**config.mk**
```make
export PLATFORM = sky130hd
export DESIGN_NAME = quad_decoder
export DESIGN_NICKNAME = d
export VERILOG_FILES = /design/src/rtl/quad_decoder.sv
export SDC_FILE = /design/constraint.sdc
export NUM_CORES = 1
export LEC_CHECK = 0
export ABC_AREA = 1
export CAP_MARGIN = 0
export CELL_PAD_IN_SITES_DETAIL_PLACEMENT = 1
export CELL_PAD_IN_SITES_GLOBAL_PLACEMENT = 2
export CORE_ASPECT_RATIO = 0.6
export CORE_UTILIZATION = 35
export DETAILED_ROUTE_END_ITERATION = 16
export GPL_ROUTABILITY_DRIVEN = 0
export GPL_TIMING_DRIVEN = 0
export PLACE_DENSITY = 0.81
export SLEW_MARGIN = 10
export SYNTH_ARGS = -nofsm -noshare
export SYNTH_HDL_FRONTEND = slang
export SYNTH_SLANG_ARGS = --single-unit
```
**constraint.sdc**
```tcl
create_clock -name clk -period 3.4 [get_ports clk]
set_input_delay 0.34 -clock clk [delete_from_list [all_inputs] [get_ports clk]]
set_output_delay 0.34 -clock clk [all_outputs]
set_load 0.005 [all_outputs]
```
**src/rtl/quad_decoder.sv**
```systemverilog
// quad_decoder: quadrature (A/B) encoder decoder producing step/dir pulses and a
//   wrapping position count from two raw asynchronous phase inputs.
// Latency: AB level stable from sampling edge k -> outputs update on edge
//   k + SYNC_STAGES + FILTER_LEN + 1 (6 with defaults). No backpressure; outputs are pulses.
// Ports: clk (rising edge), reset (async, active-low), a_in/b_in (async phases),
//   clr (sync count clear), step/err (1-cycle pulses), dir (last direction), count (position).
module quad_decoder #(
  parameter int WIDTH       = 4,
  parameter int SYNC_STAGES = 2,
  parameter int FILTER_LEN  = 3
) (
  input  logic             clk,
  input  logic             reset,
  input  logic             a_in,
  input  logic             b_in,
  input  logic             clr,
  output logic             step,
  output logic             dir,
  output logic [WIDTH-1:0] count,
  output logic             err
);

  localparam int CNT_W = $clog2(FILTER_LEN + 1);

  logic [SYNC_STAGES-1:0] a_sync_q, a_sync_d;
  logic [SYNC_STAGES-1:0] b_sync_q, b_sync_d;
  logic [1:0]             s;

  logic [1:0]       filt_q, filt_d;
  logic [1:0]       cand_q, cand_d;
  logic [CNT_W-1:0] flt_cnt_q, flt_cnt_d;
  logic             init_q, init_d;

  // Accepted transition waiting to be decoded on the following edge.
  logic             pend_q, pend_d;
  logic [1:0]       pend_old_q, pend_old_d;
  logic [1:0]       pend_new_q, pend_new_d;

  logic             step_q, step_d;
  logic             dir_q, dir_d;
  logic             err_q, err_d;
  logic [WIDTH-1:0] count_q, count_d;

  // Map Gray-coded AB onto a position 0..3 along the forward cycle
  // 00->01->11->10, so a transition is simply the modulo-4 position delta.
  logic [1:0] pos_old, pos_new, pos_diff;

  assign s        = {a_sync_q[SYNC_STAGES-1], b_sync_q[SYNC_STAGES-1]};
  assign pos_old  = {pend_old_q[1], pend_old_q[1] ^ pend_old_q[0]};
  assign pos_new  = {pend_new_q[1], pend_new_q[1] ^ pend_new_q[0]};
  assign pos_diff = pos_new - pos_old;

  always_comb begin
    a_sync_d   = {a_sync_q[SYNC_STAGES-2:0], a_in};
    b_sync_d   = {b_sync_q[SYNC_STAGES-2:0], b_in};
    filt_d     = filt_q;
    cand_d     = cand_q;
    flt_cnt_d  = flt_cnt_q;
    init_d     = init_q;
    pend_d     = 1'b0;
    pend_old_d = pend_old_q;
    pend_new_d = pend_new_q;
    step_d     = 1'b0;
    err_d      = 1'b0;
    dir_d      = dir_q;
    count_d    = count_q;

    // Glitch filter. Before the first acceptance every sample counts as
    // "different", so a steady 00 after reset still gets accepted once.
    if (flt_cnt_q == CNT_W'(FILTER_LEN)) begin
      flt_cnt_d  = '0;
      filt_d     = cand_q;
      init_d     = 1'b1;
      pend_d     = init_q;   // first acceptance only seeds the state
      pend_old_d = filt_q;
      pend_new_d = cand_q;
    end else if (init_q && (s == filt_q)) begin
      flt_cnt_d = '0;
    end else if ((flt_cnt_q != '0) && (s == cand_q)) begin
      flt_cnt_d = flt_cnt_q + CNT_W'(1);
    end else begin
      flt_cnt_d = CNT_W'(1);
      cand_d    = s;
    end

    if (pend_q) begin
      case (pos_diff)
        2'd1: begin
          step_d  = 1'b1;
          dir_d   = 1'b1;
          count_d = count_q + WIDTH'(1);
        end
        2'd3: begin
          step_d  = 1'b1;
          dir_d   = 1'b0;
          count_d = count_q - WIDTH'(1);
        end
        2'd2:    err_d = 1'b1;   // both phases moved: state resyncs, count untouched
        default: ;
      endcase
    end

    // Clear wins over a simultaneous step; step/dir are still reported.
    if (clr) count_d = '0;
  end

  always_ff @(posedge clk or negedge reset) begin
    if (!reset) begin
      a_sync_q   <= '0;
      b_sync_q   <= '0;
      filt_q     <= 2'b00;
      cand_q     <= 2'b00;
      flt_cnt_q  <= '0;
      init_q     <= 1'b0;
      pend_q     <= 1'b0;
      pend_old_q <= 2'b00;
      pend_new_q <= 2'b00;
      step_q     <= 1'b0;
      dir_q      <= 1'b0;
      err_q      <= 1'b0;
      count_q    <= '0;
    end else begin
      a_sync_q   <= a_sync_d;
      b_sync_q   <= b_sync_d;
      filt_q     <= filt_d;
      cand_q     <= cand_d;
      flt_cnt_q  <= flt_cnt_d;
      init_q     <= init_d;
      pend_q     <= pend_d;
      pend_old_q <= pend_old_d;
      pend_new_q <= pend_new_d;
      step_q     <= step_d;
      dir_q      <= dir_d;
      err_q      <= err_d;
      count_q    <= count_d;
    end
  end

  assign step  = step_q;
  assign dir   = dir_q;
  assign err   = err_q;
  assign count = count_q;

endmodule

```
; ---- Word level (Yosys, flattened, before mapping)
; Cells that the tools add are included.
[word_totals]
in_bits = 5
word_cells = 49
output_inout_bits = 7
register_bits = 21
[classes]
bitwise = 5
reduce_logical = 10
eq_ne = 6
add_sub_neg = 4
n_mux = 12
[ops]
columns = cell, n
row1 = two-way mux 4 bit, 2
row2 = one-hot mux 4 bit (2 select lines), 1
row3 = equality test 2 bit (second input constant), 3
row4 = two-way mux 2 bit, 3
row5 = nonzero test 2 bit, 3
row6 = two-way mux 1 bit, 5
row7 = adder 4 x 1 -> 4 bit (second input constant), 1
row8 = equality test 2 bit, 2
row9 = AND reduction 2 bit, 2
row10 = subtractor 4 x 1 -> 4 bit (second input constant), 1
row11 = inverter 1 bit, 3
row12 = AND reduction 3 bit, 1
row13 = nonzero test 3 bit, 1
row14 = adder 2 x 1 -> 2 bit (second input constant), 1
row15 = equality test 2 x 1 -> 1 bit (second input constant), 1
row16 = logical AND 1 bit, 2
row17 = one-hot mux 1 bit (2 select lines), 1
row18 = OR reduction 2 bit, 1
row19 = subtractor 2 bit, 1
row20 = XOR 1 bit, 2

; ---- Logic depth before layout (Yosys ltp)
[logic_depth]
word_depth = 6
depth_mapped = 14
mapped_depth_nobuf = 14

; ---- Worst setup path after synthesis
; Ideal clock, no wire load.
[synth_path]
path_type = register to register
start = register pend_new_q[1]
end = register count_q[3] (netlist: count[3])
n_path_buf = 0
slack_ns = 1.535
required_ns = 3.283
setup_ns = 0.117
period_less_slack_ns = 1.865
t_arrival_ns = 1.747
path_stages_with_launch = 13
cell_sequence = dfrtp_1 > xnor2_1 > ha_1 > inv_1 > nand3_2 > inv_1 > ha_1 > nand2_1 > nand3b_2 > nand2_1 > nand2_1 > nand3_1 > nand2_1
[synth_between]
elab_chain_len = 6
elab_cells_between_ends = 9
cone_classes = 1 x add/sub / 2 x eq/ne / 3 x mux / 1 x bitwise / 2 x reduce/logical
[synth_rtl]
columns = element, line
row1 = from (decl), 37  ; logic [1:0] pend_new_q, pend_new_d;
row2 = from (signal assigned), 131  ; pend_new_q <= pend_new_d;
row3 = XOR 1 bit, 50  ; assign pos_new = {pend_new_q[1], pend_new_q[1] ^ pend_new_q[0]};
row4 = subtractor 2 bit *, 51  ; assign pos_diff = pos_new - pos_old;
row5 = equality test 2 bit / equality test 2 x 1 -> 1 bit (equally long branches), 87  ; case (pos_diff)
row6 = one-hot mux 4 bit (2 select lines), 87
row7 = two-way mux 4 bit, 86  ; if (pend_q) begin
row8 = two-way mux 4 bit, 104  ; if (clr) count_d = '0;
row9 = to (signal assigned), 135  ; count_q <= count_d;
row10 = to (decl), 42  ; logic [WIDTH-1:0] count_q, count_d;
; Every way passes the cells marked *; elsewhere a longest branch is shown, timed or not. The select of a mux whose other input is x is not followed.
; A chain may end at the register's enable or synchronous reset.

; ---- Worst setup path in the final report
; Ends and elaborated chain as after synthesis.

==> results.md <==
- YS warnings: 0
- Nets@finish: 140
- Ys async rst share: 1.000
- Slowest-stage cell, CP: dfrtp_1
- Number of port buffers: 11
- CP cell instances: xnor2_1 > ha_1 > nand3_2 > nand3_2 > inv_1 > ha_1 > nand2_1 > nand3b_2 > nand2_1 > nand2_1 > nand3_1 > nand2_1
- # fillers: 301
- Clock Sinks: 21
- CP max FO: 5
- Simple logic cell fraction of the synthesized area: 0.2264
- Clock transition at path regs: 0.08 ns
- Minimum clock period: between 2 and 2.5 ns
- Most frequent cells after synthesis: nand2_1, dfrtp_1, inv_1, o21ai_0, nor2_1
- Compound-Gate Fraction of Synth Area: 0.07869
- Fin crit share: 0.6140
- Rows: 14
- HP Start: a_sync_q[0]
- Worst vdd ir: slightly above 0.3 mV
- GR Util met2: 0.2318
- Share of layout cells above drive strength 1: 0.1240
- DRT Wirelength: about 2000 um
- P_leak: ~0.61 nW
- Hold path cells: 0
- Die span in x: 72.15 um
- Initial antenna violation count: 0
- Hold Path Class: reg2reg
- Total track usage: 0.1561
- First-pass GRT wire length: between 3000 and 4000 um
- Drt via density: 4.402
- Syn Area/Cell: between 9 and 10 um^2
- Synth Register Bits: 21
- 1st-iter DRT viols: 30
- FMAX: 479.0 MHz
- RSZ-0062 raised after global routing: false
- Library cells used by synthesis: 24
- Hold endpoint: a_sync_q[1]
- Worst Path Required: 3.55 ns
- Initial DRT Pass Iterations: 4
- Total CTS buffers: 3
- DR vias: 744
- Mapped Nets: about 120
- ANT cells: 0
- Number of global-route vias before repair: between 700 and 800
- Cell family contributing the most delay on the critical path: simple AND/OR/NAND/NOR gates
- Clock Latency Late Sink: 0.26 ns
- Root Buffer: clkbuf_8
- Die H: approximately 44 um
- Post-CTS Hold Buffers: 0
- Setup WS post-layout: ~1.3 ns
- Full die area: about 0.0032 mm^2
- Mapped Area: ~0.0010 mm^2
- Met1 GRT Util: 0.2256
- Synth top area share: 0.5085
- CP Buf/Inv Count: 1
- Post-DP HPWL: between 1500 and 2000 um
- Max Buffers Root-to-Sink: 2
- # setup viols final: 0
- Worst setup EP type: flip-flop
- Worst Path Arrival: around 2.2 ns
- Slew @ Worst Pin: 0.9164 ns
- Crit Path Category: reg2reg
- R2r startpoint: pend_new_q[1]
- H-tree levels: 1
- Met3 Use GR: 0.04784
- Largest stage delay, worst path: 0.44 ns
- Cell Pwr Density: ~860 mW/mm^2
- Largest area contributor in the netlist: dfrtp_1
- Area Overhead vs Synth: 19.85%
- GR Overflow Total: 0
- Cell mode on critical path: nand2_1
- Register area share after synthesis: 0.5085
- Synth Area in XOR/XNOR: 0.04237
- Reg-to-Reg End: count[3]
- Most frequent cell after synthesis: nand2_1
- R2R Setup Slk: roughly 1.3 ns
- Setup TNS Final: 0 ns
- Post-synthesis mux area share: 0
- Critical path startpoint: pend_new_q[1]
- Outcome: finished clean
- FF-to-FF path depth: 12
- Critical path launch point type: flip-flop
- Post-Place Worst Slack: roughly 1.3 ns
- Core ar.: around 0.0026 mm^2
- Pin count of the biggest net entering global routing: 22
- Post-CTS Setup Bufs: 0
- Slew Viols, Final: 0
- CTS tree: built
- Final hold violation count: 0
- EDFF count, synth: 0
- Starting Density: 0.3907
- Syn Inst Count: around 110
- DR WL/cell: ~12 um
- Max cap viols: 0
- Largest family of logic cells by synthesized area: simple AND/OR/NAND/NOR gates
- Top_reg_cell synth: dfrtp_1
- DRT antenna net count: 0
- Top Ports: 12
- Synth Area in Adders: 0.06053
- Area contributors post-synth: dfrtp_1, nand2_1, inv_1
- DRC: 0
- Rel. slew slack: 0.3872
- Busiest grt layer: met2
- Skew final: 0.01009 ns
- PostCTS Resize Cnt: 0
## cell type report
cell class	count	area (um^2)	share of cell area
Buffer	1	3.754	0.003030
Tap cell	40	50.05	0.04040
Timing Repair Buffer	11	110.1	0.08889
Sequential cell	21	525.5	0.4242
Clock buffer	4	45.04	0.03636
Multi-Input combinational cell	70	421.7	0.3404
Inverter	22	82.58	0.06667
## routing by layer
layer	part of all wire	vias up	routed length, um
li1	-	381	-
met5	0	-	0
met3	0.034	2	68
met1	0.58	350	1152
met2	0.38	11	757
met4	0.0050	0	10
## cell usage in the layout, fill, tap and decap left out, types with 2 or more instances in the layout
cell type,count
clkbuf_1,2
clkbuf_8,3
clkdlybuf4s50_1,11
dfrtp_1,21
ha_1,5
inv_1,21
nand2_1,22
nand2_2,3
nand3_1,4
nand3_2,2
nor2_1,7
nor2_2,2
o21ai_0,8
o21ai_1,3
xnor2_1,3
xor2_1,2
## sequential cells by signal (all words and copies together), names as in the netlist
name        cells
a_sync_q        2
b_sync_q        2
step            1
init_q          1
pend_q          1
flt_cnt_q       2
dir             1
pend_new_q      2
err             1
count           4
cand_q          2
pend_old_q      2
## cells by family after synthesis
group / Yosys count
adders and majority gates: 5
xor gates and xnor gates: 5
buffers and inverters: 23
DFF: 21
AOI/OAI and AO/OA: 14
and+or+nand+nor: 46
## power by group
part / leakage [nW] / switching, W / internal (W)
clock network: 0.0228 / 0.0000757 / 0.0000833
registers: 0.266 / 0.0000562 / 0.000318
logic: 0.326 / 0.000323 / 0.000208
## worst reg2reg max path, cell delays in order (launching register included)
cell and delay, ns:
dfrtp_1 0.44, xnor2_1 0.20, ha_1 0.20, nand3_2 0.15, nand3_2 0.14, inv_1 0.06
ha_1 0.29, nand2_1 0.05, nand3b_2 0.21, nand2_1 0.08, nand2_1 0.05, nand3_1 0.07
nand2_1 0.06
## per-stage QoR
step / cell area (um^2) / hold WS [ns] / cells / utilization / power, W
finish: 1239 / 0.3545 / 169 / 0.4683 / 0.001064
global route: 1239 / 0.3745 / 169 / 0.4683 / 0.001194
CTS: 1239 / 0.3601 / 169 / 0.4683 / 0.001081
detailed placement: 1194 / 0.3434 / 165 / 0.4513 / 0.0009176
global placement: 1194 / 0.3312 / 165 / 0.4513 / 0.0008914
floorplan: 1033 / 0.04441 / 114 / - / 0.0007679
## worst max-delay path by stage
| stage | end | slack [ns] | cells after the start |
|---|---|---|---|
| final | count[3] | 1.31 | 12 |
| after detailed placement | count[3] | 1.31 | 12 |
| after floorplan | count[3] | 1.54 | 12 |
| after global placement | count[3] | 1.38 | 12 |
| after global routing | count[3] | 1.12 | 12 |
| after CTS | count[3] | 1.31 | 12 |
No activity file was read; power rests on OpenSTA's default activity.
